<file path="config.mk">
export PLATFORM = sky130hd
export DESIGN_NAME = uart_tx_buffered
export DESIGN_NICKNAME = d
export VERILOG_FILES = /design/src/rtl/uart_pkg.sv /design/src/rtl/sync_fifo.sv /design/src/rtl/uart_tx_buffered.sv
export SDC_FILE = /design/constraint.sdc
export NUM_CORES = 1
export LEC_CHECK = 0
export BUFFER_PORTS_ARGS = -buffer_cell sky130_fd_sc_hd__buf_2
export CAP_MARGIN = 20
export CORE_UTILIZATION = 65
export CTS_CLUSTER_DIAMETER = 50
export DETAILED_ROUTE_END_ITERATION = 7
export GPL_ROUTABILITY_DRIVEN = 0
export PLACE_DENSITY = 0.83
export SLEW_MARGIN = 20
export SYNTH_ARGS = -nofsm -noshare
export SYNTH_HDL_FRONTEND = slang
export SYNTH_HIERARCHICAL = 1
export SYNTH_SLANG_ARGS = --single-unit
</file>
<file path="constraint.sdc">
create_clock -name i_clk -period 11.3 [get_ports i_clk]
set_input_delay 1.13 -clock i_clk [delete_from_list [all_inputs] [get_ports i_clk]]
set_output_delay 1.13 -clock i_clk [all_outputs]
set_load 0.05 [all_outputs]
</file>
<file path="src/rtl/uart_pkg.sv">
// Shared UART definitions: parity modes, serialiser states and the default baud divisor.
package uart_pkg;

  // Clock cycles per bit for a 16 MHz clock at ~115200 baud
  localparam int unsigned BAUD_MULT_16MHZ = 139;

  localparam int unsigned PARITY_NONE = 0;
  localparam int unsigned PARITY_ODD  = 1;
  localparam int unsigned PARITY_EVEN = 2;

  typedef enum logic [2:0] {
    ST_IDLE,
    ST_START,
    ST_DATA,
    ST_PARITY,
    ST_STOP,
    ST_GAP
  } tx_state_e;

  // Parity bit for a zero-extended data word; zero extension does not change the XOR
  function automatic logic parity_bit(input logic [7:0] data, input int unsigned mode);
    return (mode == PARITY_ODD) ? ~(^data) : (^data);
  endfunction

endpackage

</file>
<file path="src/rtl/sync_fifo.sv">
// Single-clock FIFO with registered count/ready flags and a first-word-fall-through head.
module sync_fifo #(
  parameter int unsigned WIDTH = 8,
  parameter int unsigned DEPTH = 16
) (
  input  logic                     clk,
  input  logic                     rst_n,
  input  logic [WIDTH-1:0]         wr_data,
  input  logic                     wr_valid,
  output logic                     wr_ready,
  output logic [WIDTH-1:0]         rd_data_c,
  input  logic                     rd_en,
  output logic [$clog2(DEPTH):0]   count,
  output logic                     empty
);

  localparam int unsigned AW = $clog2(DEPTH);
  localparam int unsigned CW = AW + 1;

  logic [WIDTH-1:0] mem [DEPTH];
  logic [AW-1:0]    wr_ptr;
  logic [AW-1:0]    rd_ptr;
  logic             push_c;
  logic             pop_c;
  logic [CW-1:0]    count_d;

  assign push_c    = wr_valid && wr_ready;
  assign pop_c     = rd_en && !empty;
  assign rd_data_c = mem[rd_ptr];

  // Occupancy after this cycle's push/pop; simultaneous push and pop cancel out
  always_comb begin
    count_d = count + CW'(push_c) - CW'(pop_c);
  end

  // Pointers and flags; ready stays low in reset and rises on the first edge after release
  always_ff @(posedge clk or negedge rst_n) begin
    if (!rst_n) begin
      wr_ptr   <= '0;
      rd_ptr   <= '0;
      count    <= '0;
      empty    <= 1'b1;
      wr_ready <= 1'b0;
    end else begin
      if (push_c) wr_ptr <= wr_ptr + AW'(1);
      if (pop_c)  rd_ptr <= rd_ptr + AW'(1);
      count    <= count_d;
      empty    <= (count_d == '0);
      wr_ready <= (count_d < CW'(DEPTH));
    end
  end

  // Storage array, no reset needed
  always_ff @(posedge clk) begin
    if (push_c) mem[wr_ptr] <= wr_data;
  end

endmodule

</file>
<file path="src/rtl/uart_tx_buffered.sv">
// Buffered UART transmitter: FIFO-fed serialiser with configurable frame format and gap.
module uart_tx_buffered
  import uart_pkg::*;
#(
  parameter int unsigned BAUD_MULT  = BAUD_MULT_16MHZ,
  parameter int unsigned DATA_BITS  = 8,
  parameter int unsigned PARITY     = PARITY_NONE,
  parameter int unsigned STOP_BITS  = 1,
  parameter int unsigned FIFO_DEPTH = 16,
  parameter int unsigned GAP_BITS   = 0
) (
  input  logic                          i_clk,
  input  logic                          i_rst_n,
  input  logic [DATA_BITS-1:0]          i_data,
  input  logic                          i_valid,
  output logic                          o_ready,
  input  logic                          i_tx_enable,
  output logic                          o_tx_data,
  output logic                          o_tx_active,
  output logic                          o_tx_done,
  output logic [$clog2(FIFO_DEPTH):0]   o_fifo_count,
  output logic                          o_fifo_empty
);

  localparam int unsigned BAUD_W    = $clog2(BAUD_MULT);
  localparam int unsigned BAUD_LAST = BAUD_MULT - 1;
  localparam int unsigned BIT_MAX   = (DATA_BITS > STOP_BITS)
                                      ? ((DATA_BITS > GAP_BITS) ? DATA_BITS : GAP_BITS)
                                      : ((STOP_BITS > GAP_BITS) ? STOP_BITS : GAP_BITS);
  localparam int unsigned CNT_W     = $clog2(BIT_MAX);
  localparam int unsigned DATA_LAST = DATA_BITS - 1;
  localparam int unsigned STOP_LAST = STOP_BITS - 1;
  localparam int unsigned GAP_LAST  = (GAP_BITS > 0) ? GAP_BITS - 1 : 0;

  tx_state_e            state, state_d;
  logic [BAUD_W-1:0]    baud_cnt, baud_d;
  logic [CNT_W-1:0]     bit_cnt, bit_d;
  logic [DATA_BITS-1:0] shift_q, shift_d;
  logic                 par_q, par_d;
  logic                 done_pend;

  logic [DATA_BITS-1:0] fifo_head_c;
  logic                 fifo_empty;
  logic                 pop_c;
  logic                 frame_end_c;
  logic                 next_frame_c;
  logic                 bit_tick_c;
  logic                 start_ok_c;
  logic                 line_c;
  logic                 active_c;

  // Byte buffer between the producer and the serialiser
  sync_fifo #(
    .WIDTH (DATA_BITS),
    .DEPTH (FIFO_DEPTH)
  ) u_fifo (
    .clk       (i_clk),
    .rst_n     (i_rst_n),
    .wr_data   (i_data),
    .wr_valid  (i_valid),
    .wr_ready  (o_ready),
    .rd_data_c (fifo_head_c),
    .rd_en     (pop_c),
    .count     (o_fifo_count),
    .empty     (fifo_empty)
  );

  assign o_fifo_empty = fifo_empty;

  // Serialiser state, baud counter, bit counter and shift register
  always_ff @(posedge i_clk or negedge i_rst_n) begin
    if (!i_rst_n) begin
      state    <= ST_IDLE;
      baud_cnt <= '0;
      bit_cnt  <= '0;
      shift_q  <= '0;
      par_q    <= 1'b0;
    end else begin
      state    <= state_d;
      baud_cnt <= baud_d;
      bit_cnt  <= bit_d;
      shift_q  <= shift_d;
      par_q    <= par_d;
    end
  end

  // Next-state logic; enable is only consulted at frame boundaries
  always_comb begin
    state_d      = state;
    baud_d       = baud_cnt;
    bit_d        = bit_cnt;
    shift_d      = shift_q;
    par_d        = par_q;
    pop_c        = 1'b0;
    frame_end_c  = 1'b0;
    next_frame_c = 1'b0;
    bit_tick_c   = (baud_cnt == BAUD_W'(BAUD_LAST));
    start_ok_c   = !fifo_empty && i_tx_enable;

    if (state != ST_IDLE) baud_d = bit_tick_c ? '0 : baud_cnt + BAUD_W'(1);

    case (state)
      ST_IDLE: begin
        baud_d = '0;
        bit_d  = '0;
        if (start_ok_c) next_frame_c = 1'b1;
      end
      ST_START: begin
        if (bit_tick_c) begin
          bit_d   = '0;
          state_d = ST_DATA;
        end
      end
      ST_DATA: begin
        if (bit_tick_c) begin
          shift_d = shift_q >> 1;
          if (bit_cnt == CNT_W'(DATA_LAST)) begin
            bit_d   = '0;
            state_d = (PARITY != PARITY_NONE) ? ST_PARITY : ST_STOP;
          end else begin
            bit_d = bit_cnt + CNT_W'(1);
          end
        end
      end
      ST_PARITY: begin
        if (bit_tick_c) begin
          bit_d   = '0;
          state_d = ST_STOP;
        end
      end
      ST_STOP: begin
        if (bit_tick_c) begin
          if (bit_cnt == CNT_W'(STOP_LAST)) begin
            frame_end_c = 1'b1;
            bit_d       = '0;
            if (GAP_BITS != 0) state_d = ST_GAP;
            else               next_frame_c = 1'b1;
          end else begin
            bit_d = bit_cnt + CNT_W'(1);
          end
        end
      end
      ST_GAP: begin
        if (bit_tick_c) begin
          if (bit_cnt == CNT_W'(GAP_LAST)) begin
            bit_d        = '0;
            next_frame_c = 1'b1;
          end else begin
            bit_d = bit_cnt + CNT_W'(1);
          end
        end
      end
      default: state_d = ST_IDLE;
    endcase

    // Frame boundary: load the FIFO head if allowed, otherwise park in IDLE
    if (next_frame_c) begin
      if (start_ok_c) begin
        pop_c   = 1'b1;
        shift_d = fifo_head_c;
        par_d   = parity_bit(8'(fifo_head_c), PARITY);
        state_d = ST_START;
      end else begin
        state_d = ST_IDLE;
      end
    end
  end

  // Line level and activity decoded from the current state
  always_comb begin
    line_c   = 1'b1;
    active_c = 1'b0;
    case (state)
      ST_START:  begin line_c = 1'b0;       active_c = 1'b1; end
      ST_DATA:   begin line_c = shift_q[0]; active_c = 1'b1; end
      ST_PARITY: begin line_c = par_q;      active_c = 1'b1; end
      ST_STOP:   begin line_c = 1'b1;       active_c = 1'b1; end
      default:   begin line_c = 1'b1;       active_c = 1'b0; end
    endcase
  end

  // Registered outputs; done is delayed to line up with the first cycle after the stop bit
  always_ff @(posedge i_clk or negedge i_rst_n) begin
    if (!i_rst_n) begin
      o_tx_data   <= 1'b1;
      o_tx_active <= 1'b0;
      done_pend   <= 1'b0;
      o_tx_done   <= 1'b0;
    end else begin
      o_tx_data   <= line_c;
      o_tx_active <= active_c;
      done_pend   <= frame_end_c;
      o_tx_done   <= done_pend;
    end
  end

endmodule

</file>
==> results.cfg <==
[drt]
viasPerCell = 6.38
drt-total-wl_um = 13800
dr.pass1.iters = 6
drc = 1
wire_per_inst_um = 23.5
dr_total_vias = 3753
detail-route-antenna-nets = 0
drt_iter0_drc = 313

[sta]
timing.final.ws_setup_ns = 7.10
finalHoldViolCount = 0
max_freq_ghz = 0.238
setup_violations = 0
period_minus_slack_ns = 4.20
finClkSkew_ns = 0.0118
rsz0062_at_grt = no
drv_slew = 0
tightest_slew_ns = 0.949
max_slew_margin = 0.368
setup_tns_ns = 0
finalCritPeriodShare = 0.372

[die]
rows = 38
dieArea_um2 = 11500
start_util = 0.665
ios = 22
coreArea_um2 = 10800
die_x_um = 107
fp.dieH_um = 107

[synth]
yosysSeqAreaShare = 0.679
syn-instance-count = 410
synth-simple-area-share = 0.0651
postSynthAreaPerCell_um2 = 17.6
synthAdderAreaFrac = 0.0288
synth_cell_type_count = 48
synthMuxAreaShare = 0.142
ys_top_cells_by_area = edfxtp_1 (53%), dfrtp_1 (14%), mux4_2 (6.2%)
synthXorXnorAreaFrac = 0.0267
ys_ff_latch = 170
yosys.area.top_type = edfxtp_1
yosysWarnings = 6
synth_compound_area_frac = 0.0318
synth_top_family_by_area = multiplexers
syn-cell-area_um2 = 7210
synth_top_area_share = 0.533
syn-num-nets = 438

[critical_path]
critPathMaxFanout = 11
path_cells = inv_1 > ha_1 > nand4bb_1 > or4_4 > a21oi_4 > nor2b_1 > ha_1 > inv_1 > ha_1 > inv_1 > fa_1 > nor2b_1 > o21ai_0 > and3_1 > nor4b_1
reg2reg_depth = 15
setup.worst_path.start = baud_cnt[0]
crit_arrival_ns = 4.62
cp.required_ns = 11.72
max_stage_delay_ns = 0.58
r2r-start = baud_cnt[0]
slowest_stage = or4_4
end_kind = register
crit_path_start_kind = register
critical_path_class = reg -> reg

[outcome]
violations = DRC
outcome = complete, but fails checks

[power]
irDropWorstVdd_mv = 0.208
p_leak_uw = 0.00296
power_frac_seq = 0.471
p_int_uw = 1190
combPwrFrac = 0.153
pwr_density_cell_nw_per_um2 = 203
power.total_uw = 1620
switching_share = 0.266
p_switching_uw = 432
clockPowerShare = 0.376

[job]
maxCapViolCount = 0

[grt]
grt_pass1_vias = 3935
grt-ovfl-total = 0
grt_pass1_wl_um = 21700
grt_start_max_net_pins = 43
antenna_found_initial = 0
track_usage = 0.270

[clocking]
max-clock-path-buffers = 2
cts_hold_buffers = 0
clk_pin_slew_ns = 0.07
clock-sinks = 170
cts_buffers = 17
ctsHtreeMaxLevel = 4
post_cts_resize_count = 0
cts_tree = done
worstSkewPairLatency_ns = 0.54
post-cts-setup-buffers = 0
clock-root-buffer = clkbuf_8

[cells_and_area]
ff_latch_area_um2 = 4900
drive_gt1_frac = 0.212
area_growth_pct = 11.2
multi_input_area_um2 = 2120
nFillCells = 617
diodes = 0
final_nets = 463

[placed_design]
hpwl_um = 8540
dp_slack_ns = 7.21
portBuffers = 21

[worst_hold_path]
min_path_cells = 0
min_path_type = reg -> reg
hold_start = done_pend
power groups by stage:
| stage | clock network [uW] | registers [uW] | logic, uW |
|---|---|---|---|
| 2_1_floorplan | 0 | 808 | 134 |
| 3_3_place_gp | 0 | 772 | 230 |
| 3_5_place_dp | 0 | 775 | 241 |
| 4_1_cts | 615 | 765 | 247 |
| 5_1_grt | 640 | 770 | 268 |
| 6_report | 610 | 765 | 249 |
cells in the final DEF, fill, tap and decap left out, types with 7 or more instances in the layout:
cell type / netlist / layout
edfxtp_1: 128 / 128
inv_1: 16 / 16
buf_2: 2 / 21
dfrtp_1: 40 / 39
xor2_1: 7 / 7
and2_1: 14 / 14
nand2_1: 17 / 17
mux2_2: 10 / 10
clkbuf_16: 0 / 21
nand3_1: 8 / 8
ha_1: 15 / 15
mux2_4: 7 / 7
mux4_1: 12 / 12
a22oi_1: 16 / 16
mux4_2: 20 / 20
and3_1: 8 / 8
xnor2_1: 15 / 15
nor2_1: 13 / 13
kinds of logic after synthesis:
group / after synthesis
flip-flops: 170
AND/OR/NAND/NOR: 85
multiplexers: 53
AO/OA/AOI/OAI: 32
buffers and inverters: 32
XOR/XNOR: 22
adder cells (fa/ha/maj): 16
Yosys cell counts (all sizes together):
cell type and n:
edfxtp 128, dfrtp 40, mux4 32, mux2 17
nand2 17, a22oi 16, inv 16, ha 15
xnor2 15, and2 14, nor2 13, and3 8
buf 8, nand3 8, xor2 7, a21oi 6
clkbuf 5, nor2b 5, o21ai 5, mux2i 4
nand2b 4, clkdlybuf4s25 3, nor3 3, nor3b 3
dfstp 2, o32ai 2, a21o 1, a311o 1
and2b 1, fa 1, nand4 1, nand4b 1
nand4bb 1, nor4b 1, nor4bb 1, o21bai 1
or2 1, or3 1, or3b 1, or4 1
per-layer routing:
metal	track usage	wire (um)	vias up
met5	0	0	-
met1	0.344	5540	1963
met4	0.105	326	0
met2	0.456	7300	131
met3	0.0605	626	26
li1	-	-	1633
state kept, by name, indices dropped and copies added (netlist names):
register / cells
o_tx_active: 1
u_fifo/mem: 128
o_tx_done: 1
par_q: 1
u_fifo/count: 5
state: 3
shift_q: 8
done_pend: 1
u_fifo/wr_ready: 1
bit_cnt: 3
baud_cnt: 8
o_tx_data: 1
u_fifo/wr_ptr: 4
u_fifo/rd_ptr: 4
u_fifo/empty: 1
worst max-delay path, delay by kind of cell (launching register included):
family / cells / cell delay, ns
and+or+nand+nor: 6 / 1.85
adders and majority gates: 4 / 1.05
AOI/OAI and AO/OA: 2 / 0.53
buffers and inverters: 3 / 0.22
DFF: 1 / 0.43
metrics by stage:
step / util / cells / hold WS (ns) / area [um2]
floorplan: - / 410 / 0.331 / 7210
global placement: 0.680 / 556 / 0.334 / 7370
detailed placement: 0.680 / 556 / 0.337 / 7370
CTS: 0.739 / 588 / 0.352 / 8010
global route: 0.739 / 588 / 0.360 / 8020
finish: 0.739 / 588 / 0.350 / 8020
layout make-up:
type,instances,share of cell area
Clock inverter,5,0.00781
Timing Repair Buffer,22,0.0140
Inverter,16,0.00749
Tap cell,140,0.0219
Sequential cell,170,0.611
Clock buffer,27,0.0726
Multi-Input combinational cell,208,0.265
worst paths after layout:
check	end	slack, ns
max	u_fifo/empty	7.10
min in group asynchronous	baud_cnt[5]	0.74
max reg2reg	u_fifo/empty	7.10
min	o_tx_done	0.35
min reg2reg	o_tx_done	0.35
max in group asynchronous	u_fifo/rd_ptr[0]	9.87
Power figures use the tool's default switching activity.
